===== config.mk =====
export PLATFORM = sky130hd
export DESIGN_NAME = rst_seq_lx45_flat
export DESIGN_NICKNAME = d
export VERILOG_FILES = /design/src/rtl/rst_seq_lx45_pkg.sv /design/src/rtl/rst_seq_lx45_if.sv /design/src/rtl/rst_seq_lx45_btn_debounce.sv /design/src/rtl/rst_seq_lx45.sv /design/src/flat_wrapper.sv
export SDC_FILE = /design/constraint.sdc
export NUM_CORES = 1
export LEC_CHECK = 0
export ABC_AREA = 1
export CAP_MARGIN = 0
export CORE_MARGIN = 5
export CORE_UTILIZATION = 39
export CTS_CLUSTER_DIAMETER = 80
export DETAILED_ROUTE_END_ITERATION = 10
export GPL_ROUTABILITY_DRIVEN = 0
export GPL_TIMING_DRIVEN = 0
export SLEW_MARGIN = 20
export SYNTH_ARGS = -nofsm -noshare
export SYNTH_HDL_FRONTEND = slang
export SYNTH_SLANG_ARGS = --single-unit
export TNS_END_PERCENT = 5

===== constraint.sdc =====
create_clock -name sysclk -period 3.37 [get_ports sysclk]
set_input_delay 1.011 -clock sysclk [delete_from_list [all_inputs] [get_ports sysclk]]
set_output_delay 1.011 -clock sysclk [all_outputs]
set_load 0.1 [all_outputs]

===== src/rtl/rst_seq_lx45_pkg.sv =====
// Shared constants for the staged board reset sequencer.
// Fast-sim values are selected in the top when RST_SEQ_FAST_SIM_EN is defined.
package rst_seq_pkg;

    localparam logic [1:0] WAIT_LOCK = 2'd0;
    localparam logic [1:0] HOLD      = 2'd1;
    localparam logic [1:0] STAGE     = 2'd2;
    localparam logic [1:0] RUN       = 2'd3;

    localparam int unsigned FAST_HOLD = 255;
    localparam int unsigned FAST_GAP  = 16;
    localparam int unsigned FAST_DEB  = 4;

    localparam int unsigned RCNT_W = 8;

endpackage


===== src/rtl/rst_seq_lx45_if.sv =====
// Board-side signal bundle of the reset sequencer: lock/button in, per-domain resets out.
interface rst_seq_lx45_if
    import rst_seq_pkg::*;
#(
    parameter int unsigned NUM_CH = 3
);

    logic              dcm_locked;
    logic              button;
    logic [NUM_CH-1:0] reset;
    logic              seq_done;
    logic [RCNT_W-1:0] restart_cnt;

    modport master (
        input  dcm_locked,
        input  button,
        output reset,
        output seq_done,
        output restart_cnt
    );

    modport slave (
        output dcm_locked,
        output button,
        input  reset,
        input  seq_done,
        input  restart_cnt
    );

endinterface


===== src/rtl/rst_seq_lx45_btn_debounce.sv =====
// Pushbutton synchroniser and debouncer: deb_btn follows the synchronised
// button only after it has differed from deb_btn for DEB_CYCLES consecutive cycles.
module btn_debounce #(
    parameter int unsigned DEB_CYCLES = 1023
) (
    input  logic sysclk,
    input  logic dcm_reset_n,
    input  logic button,
    output logic deb_btn
);

    localparam int unsigned DW = (DEB_CYCLES > 1) ? $clog2(DEB_CYCLES) : 1;

    logic          btn_s1;
    logic          btn_s;
    logic [DW-1:0] cnt;

    always_ff @(posedge sysclk or negedge dcm_reset_n) begin
        if (!dcm_reset_n) begin
            btn_s1  <= 1'b0;
            btn_s   <= 1'b0;
            deb_btn <= 1'b0;
            cnt     <= '0;
        end else begin
            btn_s1 <= button;
            btn_s  <= btn_s1;
            if (btn_s == deb_btn) begin
                cnt <= '0;
            end else if (cnt == DW'(DEB_CYCLES - 1)) begin
                deb_btn <= btn_s;
                cnt     <= '0;
            end else begin
                cnt <= cnt + 1'b1;
            end
        end
    end

endmodule


===== src/rtl/rst_seq_lx45.sv =====
// Staged reset sequencer: holds all domains after DCM lock, then releases them in ascending order.
// RST_SEQ_FAST_SIM_EN overrides hold/gap/debounce lengths with short simulation values.
module rst_seq_lx45
    import rst_seq_pkg::*;
#(
    parameter int unsigned NUM_CH      = 3,
    parameter int unsigned HOLD_CYCLES = 4095,
    parameter int unsigned STAGE_GAP   = 256,
    parameter int unsigned DEB_CYCLES  = 1023,
    parameter int unsigned CNT_W       = 16
) (
    input  logic           sysclk,
    input  logic           dcm_reset_n,
    rst_seq_lx45_if.master bus
);

`ifdef RST_SEQ_FAST_SIM_EN
    localparam int unsigned HOLD_EFF = FAST_HOLD;
    localparam int unsigned GAP_EFF  = FAST_GAP;
    localparam int unsigned DEB_EFF  = FAST_DEB;
`else
    localparam int unsigned HOLD_EFF = HOLD_CYCLES;
    localparam int unsigned GAP_EFF  = STAGE_GAP;
    localparam int unsigned DEB_EFF  = DEB_CYCLES;
`endif

    logic              lock_s1, lock_s, deb_btn, restart;
    logic [1:0]        state, state_d;
    logic [CNT_W-1:0]  cnt, cnt_d;
    logic [2:0]        idx, idx_d;
    logic [NUM_CH-1:0] rst_q, rst_d;
    logic              done_q, done_d;
    logic [RCNT_W-1:0] rcnt_q, rcnt_d;

    btn_debounce #(
        .DEB_CYCLES(DEB_EFF)
    ) u_deb (
        .sysclk     (sysclk),
        .dcm_reset_n(dcm_reset_n),
        .button     (bus.button),
        .deb_btn    (deb_btn)
    );

    // Leaving WAIT_LOCK requires lock_s=1 and deb_btn=0, so a bad level here
    // is always a fresh lock fall or button rise; both at once is one restart.
    assign restart = (state != WAIT_LOCK) && (!lock_s || deb_btn);

    always_comb begin
        state_d = state;
        cnt_d   = cnt;
        idx_d   = idx;
        rst_d   = rst_q;
        done_d  = done_q;
        rcnt_d  = rcnt_q;
        if (restart) begin
            state_d = WAIT_LOCK;
            cnt_d   = '0;
            idx_d   = '0;
            rst_d   = '1;
            done_d  = 1'b0;
            if (rcnt_q != '1) rcnt_d = rcnt_q + 1'b1;
        end else begin
            case (state)
                WAIT_LOCK: begin
                    rst_d  = '1;
                    done_d = 1'b0;
                    if (lock_s && !deb_btn) begin
                        state_d = HOLD;
                        cnt_d   = '0;
                    end
                end
                HOLD: begin
                    if (cnt == CNT_W'(HOLD_EFF - 1)) begin
                        state_d  = STAGE;
                        cnt_d    = '0;
                        idx_d    = '0;
                        rst_d[0] = 1'b0;
                    end else begin
                        cnt_d = cnt + 1'b1;
                    end
                end
                STAGE: begin
                    if (idx == 3'(NUM_CH - 1)) begin
                        state_d = RUN;
                        cnt_d   = '0;
                        done_d  = 1'b1;
                    end else if (cnt == CNT_W'(GAP_EFF - 1)) begin
                        cnt_d = '0;
                        idx_d = idx + 3'd1;
                        for (int unsigned i = 0; i < NUM_CH; i++) begin
                            if (3'(i) == idx_d) rst_d[i] = 1'b0;
                        end
                    end else begin
                        cnt_d = cnt + 1'b1;
                    end
                end
                default: begin
                    rst_d  = '0;
                    done_d = 1'b1;
                end
            endcase
        end
    end

    always_ff @(posedge sysclk or negedge dcm_reset_n) begin
        if (!dcm_reset_n) begin
            lock_s1 <= 1'b0;
            lock_s  <= 1'b0;
            state   <= WAIT_LOCK;
            cnt     <= '0;
            idx     <= '0;
            rst_q   <= '1;
            done_q  <= 1'b0;
            rcnt_q  <= '0;
        end else begin
            lock_s1 <= bus.dcm_locked;
            lock_s  <= lock_s1;
            state   <= state_d;
            cnt     <= cnt_d;
            idx     <= idx_d;
            rst_q   <= rst_d;
            done_q  <= done_d;
            rcnt_q  <= rcnt_d;
        end
    end

    assign bus.reset       = rst_q;
    assign bus.seq_done    = done_q;
    assign bus.restart_cnt = rcnt_q;

endmodule


===== src/flat_wrapper.sv =====
// flat-port wrapper written by rule: the top's interface ports become plain ports
module rst_seq_lx45_flat import rst_seq_pkg::*;
#(
    parameter int unsigned NUM_CH      = 3,
    parameter int unsigned HOLD_CYCLES = 4095,
    parameter int unsigned STAGE_GAP   = 256,
    parameter int unsigned DEB_CYCLES  = 1023,
    parameter int unsigned CNT_W       = 16
)
  (sysclk, dcm_reset_n, bus_dcm_locked, bus_button, bus_reset, bus_seq_done, bus_restart_cnt);
  rst_seq_lx45_if #(.NUM_CH(NUM_CH)) bus_i ();
  input  logic sysclk;
  input  logic dcm_reset_n;
  input wire logic [$bits(bus_i.dcm_locked)-1:0] bus_dcm_locked;
  input wire logic [$bits(bus_i.button)-1:0] bus_button;
  output wire logic [$bits(bus_i.reset)-1:0] bus_reset;
  output wire logic [$bits(bus_i.seq_done)-1:0] bus_seq_done;
  output wire logic [$bits(bus_i.restart_cnt)-1:0] bus_restart_cnt;
  assign bus_i.dcm_locked = bus_dcm_locked;
  assign bus_i.button = bus_button;
  assign bus_reset = bus_i.reset;
  assign bus_seq_done = bus_i.seq_done;
  assign bus_restart_cnt = bus_i.restart_cnt;
  rst_seq_lx45 #(.NUM_CH(NUM_CH), .HOLD_CYCLES(HOLD_CYCLES), .STAGE_GAP(STAGE_GAP), .DEB_CYCLES(DEB_CYCLES), .CNT_W(CNT_W)) u_core (.sysclk(sysclk), .dcm_reset_n(dcm_reset_n), .bus(bus_i));
endmodule

==> summary.txt <==
Detailed routing
  • Post-route DRC: 0
  • DR WL/cell: between 10 and 15 um
  • Post-Route WL: between 5000 and 6000 um
  • Iteration-0 DRC Markers: between 100 and 150
  • Vias per cell: approximately 4.6
  • Vias: about 2300
  • Final ANT Viol Nets: 0
  • DRT Pass-1 Iters: 6

Job
  • Max_cap viols: 0

Synthesis
  • Number of enable flip-flop cells after synthesis: 0
  • Synth top area share: 38.6%
  • Flop and latch count out of synthesis: 48
  • Synth cell types: 34
  • Mapped cell area: 0.00292 mm2
  • Mux cell area share after synthesis: 0.386%
  • Mean Syn Cell Area: just under 8 um2
  • Syn nets: ~400
  • Compound-Gate Fraction of Synth Area: ~6.6%
  • Most frequently used flop master after synthesis: dfrtp_1
  • Adder-Cell Fraction of Synth Area: 5.57%
  • Top-count cell post-synth: nand2_1
  • Mapped Cells: around 380
  • Synth area leaders: dfrtp_1 39%, nand2_1 14%, nor2_1 6.0%
  • Synth Area in Simple Gates: 34.4%
  • Yosys top cell by area: dfrtp_1
  • Largest family of logic cells by synthesized area: simple AND/OR/NAND/NOR gates
  • XOR/XNOR Fraction of Synth Area: between 4 and 5%
  • Ys Warns: 0
  • Sequential element share of the synthesized area: between 40% and 50%
  • Synth async-reset ratio: 100%
  • Top cells by count, synth: 106 x nand2_1, 47 x nor2_1, 45 x dfrtp_1, 40 x inv_1, 21 x nand3_1

Outcome
  • Status: finished clean

Clock network
  • Clock Path Buffers: 2
  • Clk sinks: 48
  • Cts hold-fix bufs: 0
  • CTS tree: done
  • Post CTS Setup Buffer Count: 0
  • # resized after CTS: 0
  • Reg clk slew, reported paths: approximately 0.10 ns
  • CTS root buffer: clkbuf_8
  • Skew-Pair Late Insertion Delay: 0.31 ns
  • H-tree level count: 2
  • TritonCTS Buffers: 5

STA
  • Max Clock Freq: 334 MHz
  • Final min period: ~3.0 ns
  • Slew HR: around a third
  • Final Setup Violations: 0
  • Fin. max-slew vios: 0
  • Clk_skew: 0.0121 ns
  • Fin. Hold Viols: 0
  • Period utilisation layout: between 80% and 90%
  • RSZ-0062 raised after global routing: no
  • Worst Max-Slew Pin Slew: 0.972 ns

Finish
  • Syn-to-layout area delta: 13.2%
  • Fin area: between 0.003 and 0.004 mm2
  • Final design utilization: 45.6%
  • Diode count: 0
  • Layout cells sized above 1: 13.0%
  • Final net count: 417

Floorplan
  • Die Ht: 96.5 um
  • Die ar.: approximately 0.0093 mm2
  • Std cell rows: 31
  • Io pins: 16
  • Initial core utilization: about 40%
  • Core Box Area: around 0.0073 mm2
  • Die width: 96.5 um

Power
  • Leak: about 0.0015 uW
  • PD cells: roughly 720 mW/mm2
  • Post-layout power: between 2000 and 2500 uW
  • VDD IR max: between 0.6 and 0.7 mV

Setup path
  • Flop2flop setup slack: 1.59 ns
  • R2R Path Start: u_core.state[0]$_DFFE_PN0P_
  • Critical Path Start Type: flop
  • Critical Path RT: roughly 2.4 ns
  • Reg-to-Reg End: u_core.cnt[7]$_DFFE_PN0P_
  • Critical Path Max Stage Delay: between 1 and 1.5 ns
  • CP Class: flop to primary output
  • Crit path max-delay cell type: clkdlybuf4s50_1
  • Crit path DAT: between 1.5 and 2 ns
  • Register-to-Register Path Depth: 9
  • CP Capture Type: primary output
  • Crit-path cells: clkdlybuf4s50_1
  • Top delay family on crit path: buffers and inverters
  • CP bufs+invs: 1
  • Max FO, Critical Path: 2

Placed design
  • Buffers on Ports: 15
  • DP HPWL: between 4000 and 5000 um
  • Area after DPL: about 0.0032 mm2

Global routing
  • Overflow after GRT: 0
  • Initial antenna violation count: 0
  • First-pass GRT wire length: 10400 um
  • Gr usage total: between 10% and 20%
  • Vias in the first global route: between 2000 and 2500
  • Pin count of the biggest net entering global routing: ~50

Min path
  • Worst hold path type: flop to flop
  • Min-Delay Startpoint: u_core.u_deb.btn_s1$_DFF_PN0_
  • Worst Hold End: u_core.u_deb.btn_s$_DFF_PN0_
  • Hold path depth: 0
## sequential cells by signal, indices dropped and copies added (netlist names), 2 cells and up
signal / flops
u_core.state: 2
u_core.idx: 3
u_core.bus.restart_cnt: 8
u_core.cnt: 16
u_core.u_deb.cnt: 10
u_core.bus.reset: 3
## where the power goes
group / switching [uW] / internal, uW
logic: 884 / 299
clock network: 211 / 224
registers: 83.5 / 677
total: 1180 / 1200
## layout make-up
type	count	area, um2
Buffer	2	16.3
Clock buffer	5	68.8
Clock inverter	3	46.3
Fill cell	735	3950
Inverter	49	186
Multi-Input combinational cell	279	1510
Sequential cell	48	1200
Tap cell	99	124
Timing Repair Buffer	15	148
## cell families after synthesis
| kind of cell | after synthesis |
|---|---|
| simple gates | 217 |
| fa+ha+maj | 13 |
| xor+xnor | 16 |
| flops | 48 |
| buf+inv | 51 |
| compound gates | 32 |
| mux | 1 |
## metrics by stage
stage	setup WS, ns	TNS, ns	hold slack, ns	std cells
5_1_grt	0.316	0	0.377	500
4_1_cts	0.354	0	0.360	500
2_1_floorplan	1.33	0	0.331	378
3_5_place_dp	0.714	0	0.336	492
3_3_place_gp	-0.233	-10.34	0.343	492
6_report	0.380	0	0.364	500
## layer usage
| metal | GRT usage, % | wire [um] | up-vias |
|---|---|---|---|
| li1 | - | - | 1231 |
| met1 | 18.4 | 2870 | 1052 |
| met2 | 23.2 | 2620 | 23 |
| met3 | 2.79 | 144 | 6 |
| met4 | 4.09 | 64 | 0 |
| met5 | 0 | 0 | - |
## cells in the final DEF (no fill, tap or decap), types with 4 or more instances in the layout
master,n
nand2_1,106
nor2_1,47
dfrtp_1,45
inv_1,40
nand3_1,21
clkdlybuf4s50_1,14
ha_1,13
nand2_2,11
xor2_1,10
nand4_1,10
o21ai_1,10
a21oi_1,8
xnor2_1,6
inv_2,6
o21ai_0,6
nor3_1,5
clkbuf_8,5
nand2_4,4
a21oi_2,4
nand3_2,4
## worst max-delay path by stage
stage               cells after the start  slack (ns)                                    end                                   from
detailed placement                      1        0.71                           bus_reset[0]        u_core.bus.reset[0]$_DFFE_PN1P_
CTS                                     1        0.35                           bus_reset[0]        u_core.bus.reset[0]$_DFFE_PN1P_
finish                                  1        0.38                           bus_reset[1]        u_core.bus.reset[1]$_DFFE_PN1P_
global placement                        1       -0.23              u_core.idx[0]$_DFFE_PN0P_                            dcm_reset_n
floorplan                               6        1.33  u_core.bus.restart_cnt[2]$_DFFE_PN0P_  u_core.bus.restart_cnt[1]$_DFFE_PN0P_
global route                            1        0.32                           bus_reset[0]        u_core.bus.reset[0]$_DFFE_PN1P_
Power figures use the tool's default switching activity.
